[src/rtl/snake_render_pkg.sv]
// Shared types and constants for the snake pixel renderer: coordinate width,
// {R,G,B} colour codes and the segment position record.
package snake_render_pkg;

    localparam int COORD_W = 11;

    localparam logic [2:0] COL_HEAD   = 3'b110;
    localparam logic [2:0] COL_BODY   = 3'b100;
    localparam logic [2:0] COL_BORDER = 3'b100;
    localparam logic [2:0] COL_FOOD   = 3'b001;
    localparam logic [2:0] COL_BG     = 3'b000;

    typedef struct packed {
        logic [COORD_W-1:0] x;
        logic [COORD_W-1:0] y;
    } seg_t;

endpackage

[src/rtl/snake_pixel_renderer_if.sv]
// Segment-table load port of the snake renderer: entry writes, length commit
// and the ready back-pressure driven by the renderer.
interface snake_pixel_renderer_if
    import snake_render_pkg::*;
#(
    parameter int SEG_MAX = 32
);
    localparam int IDX_W = $clog2(SEG_MAX);

    logic               seg_wr_en;
    logic               seg_wr_rdy;
    logic [IDX_W-1:0]   seg_wr_idx;
    logic [COORD_W-1:0] seg_wr_x;
    logic [COORD_W-1:0] seg_wr_y;
    logic [IDX_W:0]     seg_len;
    logic               seg_commit;

    modport master (
        output seg_wr_en,
        output seg_wr_idx,
        output seg_wr_x,
        output seg_wr_y,
        output seg_len,
        output seg_commit,
        input  seg_wr_rdy
    );

    modport slave (
        input  seg_wr_en,
        input  seg_wr_idx,
        input  seg_wr_x,
        input  seg_wr_y,
        input  seg_len,
        input  seg_commit,
        output seg_wr_rdy
    );

endinterface

[src/rtl/snake_seg_hit.sv]
// Strict box test: pixel (px,py) lies inside segment box sx<px<sx+SEG_SIZE, same for y.
module snake_seg_hit
    import snake_render_pkg::*;
#(
    parameter int SEG_SIZE = 6
) (
    input  logic [COORD_W-1:0] px,
    input  logic [COORD_W-1:0] py,
    input  logic [COORD_W-1:0] sx,
    input  logic [COORD_W-1:0] sy,
    output logic               hit
);

    localparam logic [COORD_W:0] SIZE_EXT = (COORD_W+1)'(SEG_SIZE);

    // One extra bit on the far edge so a box near the top coordinate clips instead of wrapping.
    logic [COORD_W:0] sx_end;
    logic [COORD_W:0] sy_end;

    assign sx_end = {1'b0, sx} + SIZE_EXT;
    assign sy_end = {1'b0, sy} + SIZE_EXT;

    assign hit = (px > sx) && ({1'b0, px} < sx_end) &&
                 (py > sy) && ({1'b0, py} < sy_end);

endmodule

[src/rtl/snake_pixel_renderer.sv]
// Snake playfield colour generator: double-buffered segment table, 2-clock pixel pipeline,
// per-frame sticky collision flag. Define SNAKE_FOOD_EN to add the food box and food_eaten.
module snake_pixel_renderer
    import snake_render_pkg::*;
#(
    parameter int SEG_MAX  = 32,
    parameter int SEG_SIZE = 6,
    parameter int BX0      = 10,
    parameter int BX1      = 300,
    parameter int BY0      = 10,
    parameter int BY1      = 310,
    parameter int BT       = 10
) (
    input  logic                  CLK,
    input  logic                  RSTn,
    input  logic                  Ready_Sig,
    input  logic [COORD_W-1:0]    x_sig,
    input  logic [COORD_W-1:0]    y_sig,
    input  logic                  frame_start,
    snake_pixel_renderer_if.slave seg_if,
`ifdef SNAKE_FOOD_EN
    input  logic [COORD_W-1:0]    food_x,
    input  logic [COORD_W-1:0]    food_y,
    output logic                  food_eaten,
`endif
    output logic                  Red_Sig,
    output logic                  Green_Sig,
    output logic                  Blue_Sig,
    output logic                  collide
);

    localparam int IDX_W = $clog2(SEG_MAX);
    localparam int LEN_W = IDX_W + 1;

    localparam logic [LEN_W-1:0]   LEN_MAX  = LEN_W'(SEG_MAX);
    localparam logic [COORD_W-1:0] BX_LO    = COORD_W'(BX0);
    localparam logic [COORD_W-1:0] BX_HI    = COORD_W'(BX1);
    localparam logic [COORD_W-1:0] BY_LO    = COORD_W'(BY0);
    localparam logic [COORD_W-1:0] BY_HI    = COORD_W'(BY1);
    localparam logic [COORD_W-1:0] BX_LO_IN = COORD_W'(BX0 + BT);
    localparam logic [COORD_W-1:0] BX_HI_IN = COORD_W'(BX1 - BT);
    localparam logic [COORD_W-1:0] BY_LO_IN = COORD_W'(BY0 + BT);
    localparam logic [COORD_W-1:0] BY_HI_IN = COORD_W'(BY1 - BT);

    seg_t [SEG_MAX-1:0] shadow_q, shadow_d;
    seg_t [SEG_MAX-1:0] active_q, active_d;
    logic [LEN_W-1:0]   shadow_len_q, shadow_len_d;
    logic [LEN_W-1:0]   active_len_q, active_len_d;
    logic               commit_pend_q, commit_pend_d;

    logic               ready_d1_q, ready_d1_d;
    logic               border_hit_q, border_hit_d;
    logic               head_hit_q, head_hit_d;
    logic               body_hit_q, body_hit_d;
    logic [2:0]         rgb_q, rgb_d;
    logic               coll_acc_q, coll_acc_d;
    logic               collide_q, collide_d;

    logic               wr_accept;
    logic               swap;
    logic [LEN_W-1:0]   commit_len;
    logic [SEG_MAX-1:0] raw_hit;
    logic [SEG_MAX-1:0] valid_hit;
    logic               border_inside;
    logic               border_near;
    logic               coll_hit;

`ifdef SNAKE_FOOD_EN
    seg_t               food_q, food_d;
    logic               food_hit_q, food_hit_d;
    logic               eat_acc_q, eat_acc_d;
    logic               food_eaten_q, food_eaten_d;
    logic               food_raw;
    logic               eat_hit;
`endif

    assign seg_if.seg_wr_rdy = !commit_pend_q;
    assign wr_accept         = seg_if.seg_wr_en && seg_if.seg_wr_rdy;
    assign commit_len        = (seg_if.seg_len > LEN_MAX) ? LEN_MAX : seg_if.seg_len;
    assign swap              = frame_start && (commit_pend_q || seg_if.seg_commit);

    // A commit arriving together with frame_start swaps immediately using its own length;
    // a write in the swap cycle only reaches the shadow copy.
    always_comb begin
        shadow_d      = shadow_q;
        active_d      = active_q;
        shadow_len_d  = shadow_len_q;
        active_len_d  = active_len_q;
        commit_pend_d = commit_pend_q;
        if (wr_accept && (32'(seg_if.seg_wr_idx) < SEG_MAX)) begin
            shadow_d[seg_if.seg_wr_idx] = '{x: seg_if.seg_wr_x, y: seg_if.seg_wr_y};
        end
        if (seg_if.seg_commit) begin
            shadow_len_d  = commit_len;
            commit_pend_d = 1'b1;
        end
        if (swap) begin
            active_d      = shadow_q;
            active_len_d  = seg_if.seg_commit ? commit_len : shadow_len_q;
            commit_pend_d = 1'b0;
        end
    end

    for (genvar i = 0; i < SEG_MAX; i++) begin : g_seg
        snake_seg_hit #(
            .SEG_SIZE (SEG_SIZE)
        ) u_hit (
            .px  (x_sig),
            .py  (y_sig),
            .sx  (active_q[i].x),
            .sy  (active_q[i].y),
            .hit (raw_hit[i])
        );
        assign valid_hit[i] = raw_hit[i] && (LEN_W'(i) < active_len_q);
    end

`ifdef SNAKE_FOOD_EN
    snake_seg_hit #(
        .SEG_SIZE (SEG_SIZE)
    ) u_food_hit (
        .px  (x_sig),
        .py  (y_sig),
        .sx  (food_q.x),
        .sy  (food_q.y),
        .hit (food_raw)
    );
`endif

    assign border_inside = (x_sig > BX_LO) && (x_sig < BX_HI) &&
                           (y_sig > BY_LO) && (y_sig < BY_HI);
    assign border_near   = (x_sig < BX_LO_IN) || (x_sig > BX_HI_IN) ||
                           (y_sig < BY_LO_IN) || (y_sig > BY_HI_IN);

    // Stage 1 classifies the pixel, stage 2 picks the colour; collision flags follow frame boundaries.
    always_comb begin
        ready_d1_d   = Ready_Sig;
        border_hit_d = border_inside && border_near;
        head_hit_d   = valid_hit[0];
        body_hit_d   = |valid_hit[SEG_MAX-1:1];

        rgb_d = COL_BG;
        if (ready_d1_q) begin
            if (head_hit_q) begin
                rgb_d = COL_HEAD;
            end
`ifdef SNAKE_FOOD_EN
            else if (food_hit_q) begin
                rgb_d = COL_FOOD;
            end
`endif
            else if (body_hit_q) begin
                rgb_d = COL_BODY;
            end else if (border_hit_q) begin
                rgb_d = COL_BORDER;
            end
        end

        coll_hit = ready_d1_q && head_hit_q && (body_hit_q || border_hit_q);
        if (frame_start) begin
            collide_d  = coll_acc_q;
            coll_acc_d = coll_hit;
        end else begin
            collide_d  = collide_q;
            coll_acc_d = coll_acc_q | coll_hit;
        end

`ifdef SNAKE_FOOD_EN
        food_hit_d = food_raw;
        food_d     = food_q;
        eat_hit    = ready_d1_q && head_hit_q && food_hit_q;
        if (frame_start) begin
            food_d       = '{x: food_x, y: food_y};
            food_eaten_d = eat_acc_q;
            eat_acc_d    = eat_hit;
        end else begin
            food_eaten_d = food_eaten_q;
            eat_acc_d    = eat_acc_q | eat_hit;
        end
`endif
    end

    always_ff @(posedge CLK or negedge RSTn) begin
        if (!RSTn) begin
            shadow_q      <= '0;
            active_q      <= '0;
            shadow_len_q  <= '0;
            active_len_q  <= '0;
            commit_pend_q <= 1'b0;
            ready_d1_q    <= 1'b0;
            border_hit_q  <= 1'b0;
            head_hit_q    <= 1'b0;
            body_hit_q    <= 1'b0;
            rgb_q         <= COL_BG;
            coll_acc_q    <= 1'b0;
            collide_q     <= 1'b0;
`ifdef SNAKE_FOOD_EN
            food_q        <= '0;
            food_hit_q    <= 1'b0;
            eat_acc_q     <= 1'b0;
            food_eaten_q  <= 1'b0;
`endif
        end else begin
            shadow_q      <= shadow_d;
            active_q      <= active_d;
            shadow_len_q  <= shadow_len_d;
            active_len_q  <= active_len_d;
            commit_pend_q <= commit_pend_d;
            ready_d1_q    <= ready_d1_d;
            border_hit_q  <= border_hit_d;
            head_hit_q    <= head_hit_d;
            body_hit_q    <= body_hit_d;
            rgb_q         <= rgb_d;
            coll_acc_q    <= coll_acc_d;
            collide_q     <= collide_d;
`ifdef SNAKE_FOOD_EN
            food_q        <= food_d;
            food_hit_q    <= food_hit_d;
            eat_acc_q     <= eat_acc_d;
            food_eaten_q  <= food_eaten_d;
`endif
        end
    end

    assign {Red_Sig, Green_Sig, Blue_Sig} = rgb_q;
    assign collide                        = collide_q;
`ifdef SNAKE_FOOD_EN
    assign food_eaten                     = food_eaten_q;
`endif

endmodule

[src/flat_wrapper.sv]
// flat-port wrapper written by rule: the top's interface ports become plain ports
module snake_pixel_renderer_flat import snake_render_pkg::*;
#(
    parameter int SEG_MAX  = 32,
    parameter int SEG_SIZE = 6,
    parameter int BX0      = 10,
    parameter int BX1      = 300,
    parameter int BY0      = 10,
    parameter int BY1      = 310,
    parameter int BT       = 10
)
  (CLK, RSTn, Ready_Sig, x_sig, y_sig, frame_start, Red_Sig, Green_Sig, Blue_Sig, collide, seg_if_seg_wr_en, seg_if_seg_wr_idx, seg_if_seg_wr_x, seg_if_seg_wr_y, seg_if_seg_len, seg_if_seg_commit, seg_if_seg_wr_rdy);
  snake_pixel_renderer_if #(.SEG_MAX(SEG_MAX)) seg_if_i ();
  input  logic CLK;
  input  logic RSTn;
  input  logic Ready_Sig;
  input  logic [COORD_W-1:0] x_sig;
  input  logic [COORD_W-1:0] y_sig;
  input  logic frame_start;
  output logic Red_Sig;
  output logic Green_Sig;
  output logic Blue_Sig;
  output logic collide;
  input wire logic [$bits(seg_if_i.seg_wr_en)-1:0] seg_if_seg_wr_en;
  input wire logic [$bits(seg_if_i.seg_wr_idx)-1:0] seg_if_seg_wr_idx;
  input wire logic [$bits(seg_if_i.seg_wr_x)-1:0] seg_if_seg_wr_x;
  input wire logic [$bits(seg_if_i.seg_wr_y)-1:0] seg_if_seg_wr_y;
  input wire logic [$bits(seg_if_i.seg_len)-1:0] seg_if_seg_len;
  input wire logic [$bits(seg_if_i.seg_commit)-1:0] seg_if_seg_commit;
  output wire logic [$bits(seg_if_i.seg_wr_rdy)-1:0] seg_if_seg_wr_rdy;
  assign seg_if_i.seg_wr_en = seg_if_seg_wr_en;
  assign seg_if_i.seg_wr_idx = seg_if_seg_wr_idx;
  assign seg_if_i.seg_wr_x = seg_if_seg_wr_x;
  assign seg_if_i.seg_wr_y = seg_if_seg_wr_y;
  assign seg_if_i.seg_len = seg_if_seg_len;
  assign seg_if_i.seg_commit = seg_if_seg_commit;
  assign seg_if_seg_wr_rdy = seg_if_i.seg_wr_rdy;
  snake_pixel_renderer #(.SEG_MAX(SEG_MAX), .SEG_SIZE(SEG_SIZE), .BX0(BX0), .BX1(BX1), .BY0(BY0), .BY1(BY1), .BT(BT)) u_core (.CLK(CLK), .RSTn(RSTn), .Ready_Sig(Ready_Sig), .x_sig(x_sig), .y_sig(y_sig), .frame_start(frame_start), .seg_if(seg_if_i), .Red_Sig(Red_Sig), .Green_Sig(Green_Sig), .Blue_Sig(Blue_Sig), .collide(collide));
endmodule
[config.mk]
export PLATFORM = sky130hd
export DESIGN_NAME = snake_pixel_renderer_flat
export DESIGN_NICKNAME = d
export VERILOG_FILES = /design/src/rtl/snake_render_pkg.sv /design/src/rtl/snake_pixel_renderer_if.sv /design/src/rtl/snake_seg_hit.sv /design/src/rtl/snake_pixel_renderer.sv /design/src/flat_wrapper.sv
export SDC_FILE = /design/constraint.sdc
export NUM_CORES = 2
export LEC_CHECK = 0
export ABC_AREA = 1
export BUFFER_PORTS_ARGS = -buffer_cell sky130_fd_sc_hd__buf_2
export CAP_MARGIN = 20
export CORE_MARGIN = 4
export CORE_UTILIZATION = 25
export DETAILED_ROUTE_END_ITERATION = 8
export SLEW_MARGIN = 20
export SYNTH_ARGS = -nofsm -noshare
export SYNTH_HDL_FRONTEND = slang
export SYNTH_SLANG_ARGS = --single-unit
[constraint.sdc]
create_clock -name CLK -period 3.8 [get_ports CLK]
set_input_delay 0.57 -clock CLK [delete_from_list [all_inputs] [get_ports CLK]]
set_output_delay 0.57 -clock CLK [all_outputs]
set_load 0.05 [all_outputs]
==> results by group <==
Status
  – Outcome: finished clean

Final layout
  – Register cell area after layout: 35800 um2
  – Core utilization of the finished layout: 28.8%
  – Area Growth Syn to Fin: 14.4%
  – Area occupied by multi-input gates: 52700 um2
  – Fraction of final layout cells with drive strength greater than 1: 5.22%
  – Final nets: 13379
  – Layout fillers: 40063

Power
  – Relative contribution of sequential cells to total power: 38.0%
  – Power density over the cells: 477 nW/um2
  – Switching part of the total: 34.5%
  – Worst ir drop on vdd: 0.334 mV
  – Static leakage: 50.5 nW
  – Net switching power figure: 17.7 mW
  – Fraction of power consumed by combinational cells: 28.7%
  – Internal power summed over all cells: 33.6 mW
  – Overall power: 51.3 mW
  – Part of the power in the clock network: 33.4%

Critical path
  – Startpoint-to-endpoint class of the critical path: flip-flop to flip-flop
  – Crit Reg-Reg Startpoint: u_core.active_q[463]$_DFFE_PN0P_
  – Arrival time of data at the critical path endpoint: 3.91 ns
  – Critical path destination: u_core.body_hit_q$_DFF_PN0_
  – R2R Setup Slk: 0.61 ns
  – Register-to-Register Path Depth: 19
  – Worst Setup Start Kind: flip-flop
  – Peak fanout along the critical path: 4
  – Element type at the critical path end: flip-flop
  – CP required: 4.51 ns
  – Critical register-to-register path endpoint: u_core.body_hit_q$_DFF_PN0_
  – CP Launch Point: u_core.active_q[463]$_DFFE_PN0P_

Timing
  – Setup skew after layout: 0.0483 ns
  – Final count of hold timing violations: 0
  – Final number of max-transition violations: 0
  – Slew Limit Headroom: 26.5%
  – Final clock period utilization by the worst path: 84.0%
  – Post-layout minimum cycle time: 3.19 ns
  – Setup repair after global routing missed its margin: false
  – Pin slew with the least headroom to its limit: 1.10 ns
  – Aggregate negative setup slack: 0 ns
  – Achievable frequency: 313 MHz
  – Number of setup violations in the final report: 0
  – Final-layout worst hold slack: 0.0727 ns
  – Worst Slack Setup Final: 0.607 ns

Min path
  – Hold_sp: seg_if_seg_wr_y[7]
  – Worst min path class: input pin to flip-flop

Clock network
  – CTS resizes: 0
  – Clock H-tree levels: 4
  – Number of buffers between clock root and the deepest sink: 4
  – Clock-pin slew on the worst setup and hold paths: 0.07 ns
  – Sinks on Clock Net: 1429
  – Master cell of the clock root buffer: clkbuf_16
  – Clk_lat worst skew: 0.86 ns
  – TritonCTS clock tree: done
  – Cts bufs inserted: 169
  – Number of buffers inserted by post-CTS setup repair: 0

Die
  – IO Count: 66
  – Die width: 621 um
  – Total die area: 386000 um2
  – Row Count: 224
  – Starting density of the core: 25.2%
  – Die span in y: 621 um
  – Placeable core region: 373000 um2

Drt
  – DR vias/cell: 4.55
  – Average wire per standard cell: 16.7 um
  – Number of detailed-route iterations in the first pass: 6
  – Total number of vias: 77392
  – Post-route DRC: 0
  – Remaining antenna violation count: 0
  – Detailed router's first-iteration violation count: 5121
  – Total detailed-routing wirelength: 284000 um

Placed design
  – Worst-case setup slack after placement: 0.378 ns
  – RD Place Congestion: 0.885
  – Half-perimeter wire length of the detailed placement result: 200000 um
  – Port buffer count: 64

Global route
  – Antenna violations before repair: 18
  – First-pass GRT wire length: 443000 um
  – Global-route usage over all layers: 14.4%
  – Pin count of the biggest net entering global routing: 157
  – Via count of the first global-routing pass: 74371
  – GRT overflow: 0

Logic synthesis
  – Netlist area before placement: 94000 um2
  – Total of flip-flops plus latches after synthesis: 1429
  – Most used DFF post-synth: dfrtp_1
  – Portion of the post-synthesis area used by sequential elements: 38.1%
  – Async SR Flop Fraction: 100%
  – Count of distinct cell types in the synthesized netlist: 40
  – Count of flip-flops with a built-in enable after synthesis: 0
  – Number of synthesis warnings: 0
  – Number of nets in the synthesized netlist: 13262
  – Synth Area per Inst: 7.97 um2
  – Synth top area cells: dfrtp_1 38%, ha_1 19%, nand2_1 13%
  – Share of the synthesized area in the top cell type: 38.1%
  – Cell type contributing the most total cell area after synthesis: dfrtp_1
  – Post-Synthesis Cells: 11793

Run
  – Number of max-cap violations: 0
sequential cells by signal, indices dropped and copies added, names as in the netlist:
register	count
u_core.active_len_q	6
u_core.active_q	704
u_core.body_hit_q	1
u_core.border_hit_q	1
u_core.coll_acc_q	1
u_core.collide	1
u_core.commit_pend_q	1
u_core.head_hit_q	1
u_core.ready_d1_q	1
u_core.rgb_q	2
u_core.shadow_len_q	6
u_core.shadow_q	704
Yosys cell counts (2+ instances only):
| cell type | instances |
|---|---|
| buf_2 | 139 |
| a31oi_1 | 2 |
| a21oi_1 | 522 |
| nor3_1 | 88 |
| inv_1 | 1081 |
| o31ai_1 | 2 |
| o211ai_1 | 3 |
| xor2_1 | 510 |
| o21a_1 | 69 |
| a211oi_1 | 2 |
| nand3b_1 | 66 |
| nand4_1 | 53 |
| nor4_1 | 13 |
| nand2_1 | 3366 |
| nor3_2 | 4 |
| o21bai_1 | 21 |
| and2_1 | 17 |
| a21o_1 | 45 |
| and3_1 | 2 |
| a211o_1 | 2 |
| nor2_1 | 837 |
| nand2_2 | 32 |
| clkbuf_1 | 213 |
| nand3_1 | 341 |
| dfrtp_1 | 1429 |
| o21ai_0 | 1513 |
| ha_1 | 1408 |
power groups by stage:
stage	sequential, mW	clock, mW	combinational [mW]
2_1_floorplan	19.3	0	10.4
3_3_place_gp	19.7	0	14.3
3_5_place_dp	19.7	0	14.7
4_1_cts	19.5	17.5	14.8
5_1_grt	19.8	18.1	17.2
6_report	19.5	17.1	14.7
cell type report:
class,instances,area share [%]
Sequential cell,1429,33.3
Clock buffer,221,4.33
Antenna cell,4,0.00931
Timing Repair Buffer,299,2.81
Clock inverter,76,0.973
Inverter,1082,3.80
Tap cell,4972,5.79
Multi-Input combinational cell,8929,49.0
layer usage:
metal	global-route usage (%)	share of wire, %
met5	0	0
met3	1.29	3.5
met2	24.7	47
met4	5.44	4.0
met1	18.8	45
worst min-delay path by stage:
stage / to / depth (start not counted)
5_1_grt: u_core.shadow_q[41]$_DFFE_PN0P_ / 3
3_5_place_dp: u_core.active_q[308]$_DFFE_PN0P_ / 2
2_1_floorplan: u_core.active_len_q[0]$_DFFE_PN0P_ / 0
4_1_cts: u_core.shadow_q[645]$_DFFE_PN0P_ / 3
6_report: u_core.shadow_q[645]$_DFFE_PN0P_ / 3
3_3_place_gp: u_core.collide$_DFFE_PN0P_ / 2
cell usage in the layout (no fill, tap or decap), drive strengths merged, types with 221 or more instances in the layout:
cell type,count
buf,295
dfrtp,1429
a21oi,523
clkbuf,221
nand2,3398
xor2,510
o21ai,1513
ha,1408
nand3,341
nor2,837
inv,1084
per-stage QoR:
step                instance area (um2)  instances
floorplan                         94000      11793
global placement                 102000      16706
detailed placement               102000      16707
CTS                              107000      17008
global route                     107000      17010
finish                           107000      17012
critical path: stages, from the launching register on:
cell and delay (ns):
dfrtp_1 0.35, inv_1 0.09, a21oi_1 0.24, inv_1 0.06
nor2_1 0.16, nand4_1 0.16, nor3_1 0.23, xor2_1 0.10
ha_1 0.28, inv_1 0.05, nor2_1 0.10, nand3_1 0.16
nand2_1 0.10, inv_1 0.05, nand2_1 0.06, nand2_1 0.18
nor2_1 0.33, nand2_1 0.08, nor2_1 0.20, nand2_1 0.09
cells by family after synthesis:
| family | count (synthesis) | share of synthesized area [%] |
|---|---|---|
| compound gates | 2188 | 12.1 |
| xor+xnor | 510 | 4.75 |
| flops | 1429 | 38.1 |
| buf+inv | 1435 | 5.92 |
| fa+ha+maj | 1408 | 18.7 |
| other cells | 1 | 0.00399 |
| simple gates | 4822 | 20.4 |
timing repair:
| item | in CTS | in global routing |
|---|---|---|
| endpoints found under the setup margin | 0 | 0 |
| hold endpoints to repair | 47 | 0 |
| hold buffers | 4 | 0 |
Power figures use the tool's default switching activity.
